File: config.mk
export PLATFORM = sky130hd
export DESIGN_NAME = dsp_pipe_chain
export DESIGN_NICKNAME = d
export VERILOG_FILES = /design/src/rtl/dsp_pipe_pkg.sv /design/src/rtl/dsp_pipe_stage.sv /design/src/rtl/dsp_pipe_chain.sv
export SDC_FILE = /design/constraint.sdc
export NUM_CORES = 1
export LEC_CHECK = 0
export BUFFER_PORTS_ARGS = -buffer_cell sky130_fd_sc_hd__buf_2
export CORE_MARGIN = 2
export CORE_UTILIZATION = 35
export CTS_BUF_LIST = sky130_fd_sc_hd__clkbuf_2
export DETAILED_ROUTE_END_ITERATION = 10
export PLACE_DENSITY_LB_ADDON = 0.15
export SYNTH_ARGS = -nofsm -noshare
export SYNTH_HDL_FRONTEND = slang
export SYNTH_SLANG_ARGS = --single-unit
File: constraint.sdc
create_clock -name clk -period 2 [get_ports clk]
set_clock_uncertainty 0.1 [all_clocks]
set_input_delay 0.2 -clock clk [delete_from_list [all_inputs] [get_ports clk]]
set_output_delay 0.2 -clock clk [all_outputs]
set_load 0.01 [all_outputs]
File: src/rtl/dsp_pipe_pkg.sv
// Shared constants and helpers for the DSP48A1 pipeline register chain.
// Used by dsp_pipe_stage and dsp_pipe_chain.
package dsp_pipe_pkg;

  localparam int MAX_DEPTH = 4;
  localparam int MAX_WIDTH = 48;

  // Occupancy counter width: enough to hold 0..depth, never narrower than 1.
  function automatic int occ_w(input int depth);
    return (depth < 1) ? 1 : $clog2(depth + 1);
  endfunction

  function automatic bit depth_ok(input int depth);
    return (depth >= 0) && (depth <= MAX_DEPTH);
  endfunction

  function automatic bit width_ok(input int width);
    return (width >= 1) && (width <= MAX_WIDTH);
  endfunction

endpackage

File: src/rtl/dsp_pipe_stage.sv
// One pipeline slot: a valid flop plus a data register that loads only on valid.
// The data register holds across bubbles so the last valid sample stays visible.
module dsp_pipe_stage #(
  parameter int WIDTH = 18
) (
  input  logic             clk,
  input  logic             rst,
  input  logic             ce,
  input  logic             sclr,
  input  logic             in_valid,
  input  logic [WIDTH-1:0] in_data,
  output logic             out_valid,
  output logic [WIDTH-1:0] out_data
);

  always_ff @(posedge clk or posedge rst) begin
    if (rst) begin
      out_valid <= 1'b0;
      out_data  <= '0;
    end else if (sclr) begin
      out_valid <= 1'b0;
      out_data  <= '0;
    end else if (ce) begin
      out_valid <= in_valid;
      if (in_valid)
        out_data <= in_data;
    end
  end

endmodule

File: src/rtl/dsp_pipe_chain.sv
// Depth-configurable register chain with per-stage valid, clock enable,
// synchronous clear and a registered occupancy counter.
module dsp_pipe_chain
  import dsp_pipe_pkg::*;
#(
  parameter  int WIDTH = 18,
  parameter  int DEPTH = 1,
  localparam int OCC_W = occ_w(DEPTH)
) (
  input  logic             clk,
  input  logic             rst,
  input  logic             ce,
  input  logic             sclr,
  input  logic             in_valid,
  input  logic [WIDTH-1:0] in_data,
  output logic             out_valid,
  output logic [WIDTH-1:0] out_data,
  output logic [OCC_W-1:0] occ
);

  if (!depth_ok(DEPTH)) begin : g_bad_depth
    $error("dsp_pipe_chain: DEPTH out of range 0..%0d", MAX_DEPTH);
  end

  if (!width_ok(WIDTH)) begin : g_bad_width
    $error("dsp_pipe_chain: WIDTH out of range 1..%0d", MAX_WIDTH);
  end

  if (DEPTH == 0) begin : g_bypass
    assign out_valid = in_valid;
    assign out_data  = in_data;
    assign occ       = '0;
  end else begin : g_pipe
    logic [DEPTH-1:0] v;
    logic [WIDTH-1:0] d [DEPTH];
    logic [OCC_W-1:0] cnt;

    for (genvar i = 0; i < DEPTH; i++) begin : g_st
      logic             up_valid;
      logic [WIDTH-1:0] up_data;

      if (i == 0) begin : g_head
        assign up_valid = in_valid;
        assign up_data  = in_data;
      end else begin : g_link
        assign up_valid = v[i-1];
        assign up_data  = d[i-1];
      end

      dsp_pipe_stage #(
        .WIDTH(WIDTH)
      ) u_stage (
        .clk      (clk),
        .rst      (rst),
        .ce       (ce),
        .sclr     (sclr),
        .in_valid (up_valid),
        .in_data  (up_data),
        .out_valid(v[i]),
        .out_data (d[i])
      );
    end

    // Enter and leave in the same edge cancel; the chain can never overflow.
    always_ff @(posedge clk or posedge rst) begin
      if (rst)
        cnt <= '0;
      else if (sclr)
        cnt <= '0;
      else if (ce)
        cnt <= cnt + OCC_W'(in_valid) - OCC_W'(v[DEPTH-1]);
    end

    assign out_valid = v[DEPTH-1];
    assign out_data  = d[DEPTH-1];
    assign occ       = cnt;

    a_occ : assert property (
      @(posedge clk) disable iff (rst)
        cnt == OCC_W'($countones(v))
    );
  end

endmodule

==> results.txt, run 1 <==
Synth Flop Type: dfrtp_1
Buffers on Ports: 42
largest net degree at the start of global routing: 21
Fin. Hold Viols: 0
first-pass GRT wire length: 3.063 mm
hold-critical path depth: 2
initial antenna violation count: 0
Slew @ Worst Pin: 0.7800 ns
post-synthesis sequential area ratio: 0.5682
Max Clk Rate: 832.1 MHz
HPWL after detailed placement: 1.291 mm
reg-to-reg startpoint: g_pipe.g_st[0].u_stage.out_valid
register area: 500.5 sq um
diode count: 0
post-synth top area cell: dfrtp_1
Worst-Skew Late Latency: 0.30 ns
vias in the first global route: 700
type of the worst setup path: flip-flop to output port
Yosys cell types: 14
Post-CTS Setup Inserts: 0
Warnings, synthesis: 0
starting density of the core: 0.3621
Area Overhead vs Synth: 47.02%
asr flop ratio synth: 1.000
Clk pin slew, worst setup/hold paths: 0.20 ns
gr usage total: 0.1458
Critical Path Fanout Max: 3
Slew HR: 0.4794
peak supply drop: 0.0003830 V
share of cells above drive strength 1: 0.4067
synthesized area per cell: 9.897 sq um
drt drc: 0
RSZ-0062 raised after global routing: no
Wirelength per Cell: 11.41 um
Slew Viols, Final: 0
top-area cell type share of the netlist area: 0.5682
clk sinks: 20
Antenna Nets Post-Route: 0
simple-gate share of the synthesized area: 0.1946
hold_sp: sclr
IO Pins: 43
Leak Pwr: 0.6532 nW
Die X: 54.17 um
Synth Area in XOR/XNOR: 0.009943
WL final: 2.053 mm
max-cap viol count: 0
Root Driver: clkbuf_2
R2R Path End: occ
Bufs and invs on worst path: 1
H-tree levels: 1
Worst setup SP type: flip-flop
final worst path period need: 1.202 ns
FP Rows: 18
Syn Nets: 112
critical-path cell list: buf_2
GR Overflow Total: 0
Finish-stage setup viols: 0
R2R cell count: 3
CP max-delay cell: dfrtp_1
Critical Path End Type: output port
Reg2Reg Setup Slack: 0.89 ns
die area: 0.002934 sq mm
Crit path arrival time: 0.90 ns
DR vias: 808
Post-Synth Adder-Cell Area: 0
Layout fillers: 241
Synth Area in Compound Gates: 0.1662
Critical Path RT: 1.70 ns
status: complete, no violations
Die Height: 54.17 um
post-synthesis cell area: 880.8 sq um
Multi-input gate area: 326.6 sq um
PwrDens: 575.1 mW/mm^2
DRT iter0 DRCs: 6
#FFs+latches synth: 20
Final #Nets: 174
mux contribution to synthesized area: 0
CTS Buf Count: 3
Mapped Cells: 89
largest family of logic cells by synthesized area: simple AND/OR/NAND/NOR gates
vias per cell: 4.489
Tcrit/Tclk final: 0.6009
Placer Congestion: 0.6133
CTS tree: yes
Post-Route Utilization: 0.5324
core area: 0.002432 sq mm
Hold Crit Class: input port to flip-flop
Max stage delay on crit path: 0.45 ns
TritonRoute pass-1 iters: 2
CP top delay family: flip-flops
Worst Hold Endpoint: g_pipe.g_st[0].u_stage.out_data[7]
Final TNS setup: 0 ns
synth top area cells: dfrtp_1, nand2_1, a21oi_2
number of flops mapped to enable cells by yosys: 0
CTS max path bufs: 2
Gates resized, CTS repair: 0
==> per-stage QoR <==
stage	total power [mW]	std cells	area [sq um]	setup slack (ns)	hold slack, ns
2_1_floorplan	0.5116	89	880.8	0.9203	0.06383
5_1_grt	0.7849	180	1295	0.7387	0.04955
3_3_place_gp	0.5557	157	1086	0.9281	0.2776
6_report	0.7448	180	1295	0.7982	0.05616
4_1_cts	0.7584	180	1295	0.7654	0.03649
3_5_place_dp	0.5571	157	1086	0.9251	0.2950
==> report_power, final <==
group | internal (mW) | switching (mW)
combinational | 0.0719 | 0.0710
sequential | 0.423 | 0.00995
clock | 0.0435 | 0.125
==> layout by cell type, fill, tap and decap left out, drive strengths merged <==
cell,n
clkbuf,3
dlygate4sd3,19
inv,1
a21oi,20
nand2,37
clkinv,1
nor2,1
nand2b,2
and2,1
a31o,1
buf,43
xor2,1
dfrtp,20
==> registers in the layout (all words and copies together), names as in the netlist <==
signal	count
occ	1
g_pipe.g_st.u_stage.out_data	18
g_pipe.g_st.u_stage.out_valid	1
==> worst max path at each step <==
| stage | start | endpoint | slack [ns] | cells after the start |
|---|---|---|---|---|
| after global placement | g_pipe.g_st[0].u_stage.out_valid | occ | 0.93 | 3 |
| final | g_pipe.g_st[0].u_stage.out_valid | out_valid | 0.80 | 1 |
| after CTS | g_pipe.g_st[0].u_stage.out_valid | out_valid | 0.77 | 1 |
| after global routing | rst | g_pipe.g_st[0].u_stage.out_data[11] | 0.74 | 3 |
| after detailed placement | g_pipe.g_st[0].u_stage.out_valid | occ | 0.93 | 3 |
| after floorplan | g_pipe.g_st[0].u_stage.out_valid | occ | 0.92 | 3 |
==> cells in the mapped netlist, types with 2 or more instances <==
cell	n
a21oi_2	10
a21oi_1	10
nand2_1	34
dfrtp_1	20
buf_2	3
nand2_2	3
nand2b_1	2
==> layout make-up <==
class | instances | share of cell area
Tap cell | 30 | 0.02899
Clock buffer | 3 | 0.01159
Multi-Input combinational cell | 63 | 0.2522
Timing Repair Buffer | 62 | 0.3150
Sequential cell | 20 | 0.3865
Inverter | 1 | 0.002899
Clock inverter | 1 | 0.002899
==> routing by layer <==
metal	vias to the layer above	global-route usage	wire length, um
met5	-	0	0
met4	0	0.06667	9
met3	2	0.03333	102
met2	24	0.2269	1016
met1	372	0.1910	925
li1	410	-	-
==> timing repair <==
action,in CTS,in global routing
endpoints found under the hold margin,38,0
hold buffers,19,0
endpoints found under the setup margin,0,0
==> kinds of logic after synthesis <==
group,after synthesis
buf+inv,6
compound gates,21
xor+xnor,1
flops,20
simple gates,41
Note: power is estimated with default switching activity, not from simulation.
==> run 2, diff against run 1 <==
clock period = 1.23 ns   (was 2 ns; I/O delays follow)
==> results.txt, run 2 (synthesis gave the netlist of run 1 again) <==
status: complete, no violations
vias in the first global route: 785
Final #Nets: 177
CTS Buf Count: 3
Final TNS setup: 0 ns
HPWL after detailed placement: 1.276 mm
Worst-Skew Late Latency: 0.29 ns
Slew HR: 0.7529
WL final: 2.087 mm
TritonRoute pass-1 iters: 3
fin cells: 182
peak supply drop: 0.0006064 V
commonest non-fill, non-tap cell in the layout: buf_2
CTS max path bufs: 2
Max Clk Rate: 856.7 MHz
core area: 0.002432 sq mm
Clk pin slew, worst setup/hold paths: 0.17 ns
H-tree levels: 1
GR Overflow Total: 0
placed insts: 158
share of cells above drive strength 1: 0.4079
Slew Viols, Final: 0
Critical Path Fanout Max: 11
Critical Path RT: 1.34 ns
Cell Area, Placed: 0.001094 sq mm
hold buffer count at CTS: 20
Fin. Hold Viols: 0
Die X: 54.17 um
gr usage total: 0.1672
Buffers on Ports: 42
Critical Path End Type: flip-flop
Placer Congestion: 0.6216
vias per cell: 4.511
hold slack: 0.02461 ns
first-pass GRT wire length: 3.422 mm
Gates resized, CTS repair: 0
Worst setup SP type: input port
Post-CTS Setup Inserts: 0
DR vias: 821
Tot Pwr: 1.191 mW
PwrDens: 903.4 mW/mm^2
Slew @ Worst Pin: 0.3693 ns
most frequent cells in the layout: buf_2, nand2_1, dlygate4sd3_1, dfrtp_1
largest net degree at the start of global routing: 21
largest register by flop count: g_pipe.g_st.u_stage.out_data
Wirelength per Cell: 11.47 um
final worst path period need: 1.167 ns
Leak Pwr: 0.6648 nW
max reg flops: 18
FP Rows: 18
drt drc: 0
initial antenna violation count: 0
Area Overhead vs Synth: 49.72%
Die Height: 54.17 um
RSZ-0062 raised after global routing: no
Root Driver: clkbuf_2
IO Pins: 43
design area: 0.001319 sq mm
CTS tree: yes
clk sinks: 20
Tcrit/Tclk final: 0.9490
starting density of the core: 0.3621
Crit path arrival time: 1.28 ns
DRT iter0 DRCs: 10
die area: 0.002934 sq mm
diode count: 0
Finish-stage setup viols: 0
max-cap viol count: 0
Antenna Nets Post-Route: 0
type of the worst setup path: input port to flip-flop
Hold Crit Class: input port to flip-flop
run 2: cell types whose count changed in the layout (fill, tap and decap cells not counted), sizes merged:
| cell | before | now |
|---|---|---|
| dlygate4sd3 | 19 | 21 |
| buf | 43 | 44 |
| clkinv | 1 | 0 |
run 2: metal layers:
layer,global-route usage,routed length (um),up-vias
li1,-,-,411
met1,0.2014,931,381
met2,0.2851,1038,27
met3,0.05833,108,2
met4,0.03750,9,0
met5,0,0,-
run 2: power breakdown:
group,internal (mW),switching [mW]
Sequential,0.688,0.0161
Combinational,0.123,0.119
Clock,0.0665,0.179
run 2: metrics by stage:
| stage | worst slack, ns | utilization |
|---|---|---|
| 3_5_place_dp | 0.1502 | 0.4496 |
| 3_3_place_gp | 0.1840 | 0.4496 |
| 5_1_grt | 0.04973 | 0.5422 |
| 6_report | 0.06275 | 0.5422 |
| 2_1_floorplan | 0.1503 | - |
| 4_1_cts | 0.1050 | 0.5381 |
run 2: worst paths after layout:
kind                                                       endpoint                                start  cells past startpoint  slack, ns
min in group asynchronous        g_pipe.g_st[0].u_stage.out_data[0]                                  rst                      4       0.26
worst min register to register  g_pipe.g_st[0].u_stage.out_data[11]  g_pipe.g_st[0].u_stage.out_data[11]                      2       0.43
worst max-delay path                                            occ                                 sclr                      5       0.06
max in group asynchronous       g_pipe.g_st[0].u_stage.out_data[11]                                  rst                      4       0.55
worst max register to register                                  occ     g_pipe.g_st[0].u_stage.out_valid                      3       0.12
worst min-delay path               g_pipe.g_st[0].u_stage.out_valid                                   ce                      3       0.02
run 2: area by class of cell:
| cell class | count | area (sq um) |
|---|---|---|
| Tap cell | 30 | 37.54 |
| Timing Repair Buffer | 65 | 435.4 |
| Inverter | 1 | 3.754 |
| Fill cell | 229 | 1114 |
| Clock buffer | 3 | 15.01 |
| Sequential cell | 20 | 500.5 |
| Multi-Input combinational cell | 63 | 326.6 |
run 2: critical path: stages:
cell	delay (ns)
dlygate4sd3_1	0.54
buf_2	0.22
nand2b_1	0.13
a21oi_1	0.04
a31o_2	0.21
==> run 3, diff against run 2 <==
--- a/config.mk
+++ b/config.mk
@@ -7,3 +7,3 @@
 export LEC_CHECK = 0
-export BUFFER_PORTS_ARGS = -buffer_cell sky130_fd_sc_hd__buf_2
+export BUFFER_PORTS_ARGS = -buffer_cell sky130_fd_sc_hd__buf_4
 export CORE_MARGIN = 2
--- a/constraint.sdc
+++ b/constraint.sdc
@@ -4,2 +4,2 @@
 set_output_delay 0.123 -clock clk [all_outputs]
-set_load 0.01 [all_outputs]
+set_load 0.1 [all_outputs]
==> results.txt, run 3 (synthesis gave the netlist of run 1 again) <==
status: complete, but fails checks
failing checks: setup timing
Tot Pwr: 1.519 mW
IO Pins: 43
max reg flops: 18
reg-to-reg startpoint: g_pipe.g_st[0].u_stage.out_valid
die area: 0.002934 sq mm
Crit path arrival time: 1.02 ns
first-pass GRT wire length: 3.229 mm
Critical Path Start: g_pipe.g_st[0].u_stage.out_valid
share of cells above drive strength 1: 0.5390
RSZ-0062 raised after global routing: yes
CTS tree: yes
CP max-delay cell: dfrtp_4
Slew @ Worst Pin: 0.3853 ns
fin cells: 184
Final TNS setup: -0.01480 ns
Placer Congestion: 0.6147
Tcrit/Tclk final: 1.012
Reg2Reg Setup Slack: 0.02 ns
internal power consumption: 0.9567 mW
Final #Nets: 178
core area: 0.002432 sq mm
met1 GRT Util: 0.1786
Buffers on Ports: 42
hold_sp: ce
switching portion of total power: 0.3700
Wirelength per Cell: 11.82 um
Worst setup SP type: flip-flop
Clk pwr share: 0.178
max-cap viol count: 0
final worst-path setup slack: -0.01480 ns
R2R Path End: occ
Die Height: 54.17 um
Hold Crit Class: input port to flip-flop
Max Clk Rate: 803.3 MHz
GR Overflow Total: 0
Cell Area, Placed: 0.001226 sq mm
Die X: 54.17 um
PwrDens: 977.2 mW/mm^2
commonest non-fill, non-tap cell in the layout: nand2_1
diode count: 0
CP Capture Point: out_valid
Worst-Skew Late Latency: 0.30 ns
Fin. Hold Viols: 0
Post-Route Utilization: 0.6389
Leak Pwr: 0.6817 nW
critical-path cell list: buf_12
M3 GR Usage: 0.02778
largest register by flop count: g_pipe.g_st.u_stage.out_data
Post-Place Setup Slack: 0.07760 ns
H-tree levels: 1
Critical Path End Type: output port
Area Overhead vs Synth: 76.42%
CTS max path bufs: 2
Root Driver: clkbuf_2
Bufs and invs on worst path: 1
CTS Buf Count: 3
most frequent cells in the layout: nand2_1, buf_4, dlygate4sd3_1, dfrtp_2, buf_6
HPWL after detailed placement: 1.376 mm
placed insts: 158
TritonRoute pass-1 iters: 2
DRT iter0 DRCs: 1
peak supply drop: 0.0008158 V
type of the worst setup path: flip-flop to output port
vias in the first global route: 737
initial antenna violation count: 0
Layout fillers: 195
CP top delay family: flip-flops
drt drc: 0
critical path depth in cells: 1
Antenna Nets Post-Route: 0
hold slack: 0.08957 ns
design area: 0.001554 sq mm
WL final: 2.174 mm
Critical Path RT: 1.01 ns
final worst path period need: 1.245 ns
FP Rows: 18
Clk pin slew, worst setup/hold paths: 0.18 ns
Slew Viols, Final: 0
Slew HR: 0.7423
combinational share of power: 0.349
largest net degree at the start of global routing: 21
met2 capacity usage during global routing: 0.2791
clk sinks: 20
DR vias: 840
Critical Path Fanout Max: 3
vias per cell: 4.565
R2R cell count: 3
Max stage delay on crit path: 0.54 ns
Sequential Power Share: 0.473
Finish-stage setup viols: 1
gr usage total: 0.1549
Net Switching: 0.5618 mW
starting density of the core: 0.3621
GR peak layer: met2
[run 3: repair_timing]
item                                    CTS  global route
endpoints found under the setup margin    3            20
gates resized for setup                   5            19
endpoints found under the hold margin    40             0
hold buffers                             21             0
buffers inserted                          0             1
[run 3: final cells by class]
type / instances / area [sq um] / share of cell area
well taps: 30 / 37.54 / 0.02415
clock inverters: 1 / 3.754 / 0.002415
multi-input cells: 63 / 326.6 / 0.2101
inverters: 1 / 3.754 / 0.002415
flip-flops and latches: 20 / 528.0 / 0.3398
clock buffers: 3 / 15.01 / 0.009662
repair buffers: 66 / 639.4 / 0.4114
[run 3: power groups by stage]
stage	Combinational, mW	Sequential (mW)	Clock, mW
final	0.530	0.719	0.270
after global routing	0.556	0.724	0.303
after CTS	0.508	0.714	0.279
after detailed placement	0.448	0.724	0
after global placement	0.444	0.723	0
after floorplan	0.100	0.949	0
[run 3: worst min path at each step]
| stage | to | slack (ns) | cells after the start |
|---|---|---|---|
| detailed placement | g_pipe.g_st[0].u_stage.out_data[5] | 0.08 | 3 |
| global route | occ | 0.07 | 3 |
| global placement | g_pipe.g_st[0].u_stage.out_valid | 0.08 | 3 |
| finish | occ | 0.09 | 3 |
| CTS | occ | 0.06 | 3 |
| floorplan | g_pipe.g_st[0].u_stage.out_valid | -0.01 | 1 |
[run 3: routing by layer]
| metal | up-vias | part of all wire |
|---|---|---|
| li1 | 417 | - |
| met1 | 397 | 0.44 |
| met2 | 24 | 0.50 |
| met3 | 2 | 0.052 |
| met4 | 0 | 0.0041 |
| met5 | - | 0 |
[run 3: tightest hold or removal path: stages]
cell,delay [ns]
buf_4,0.10
a21oi_1,0.06
a31o_2,0.20
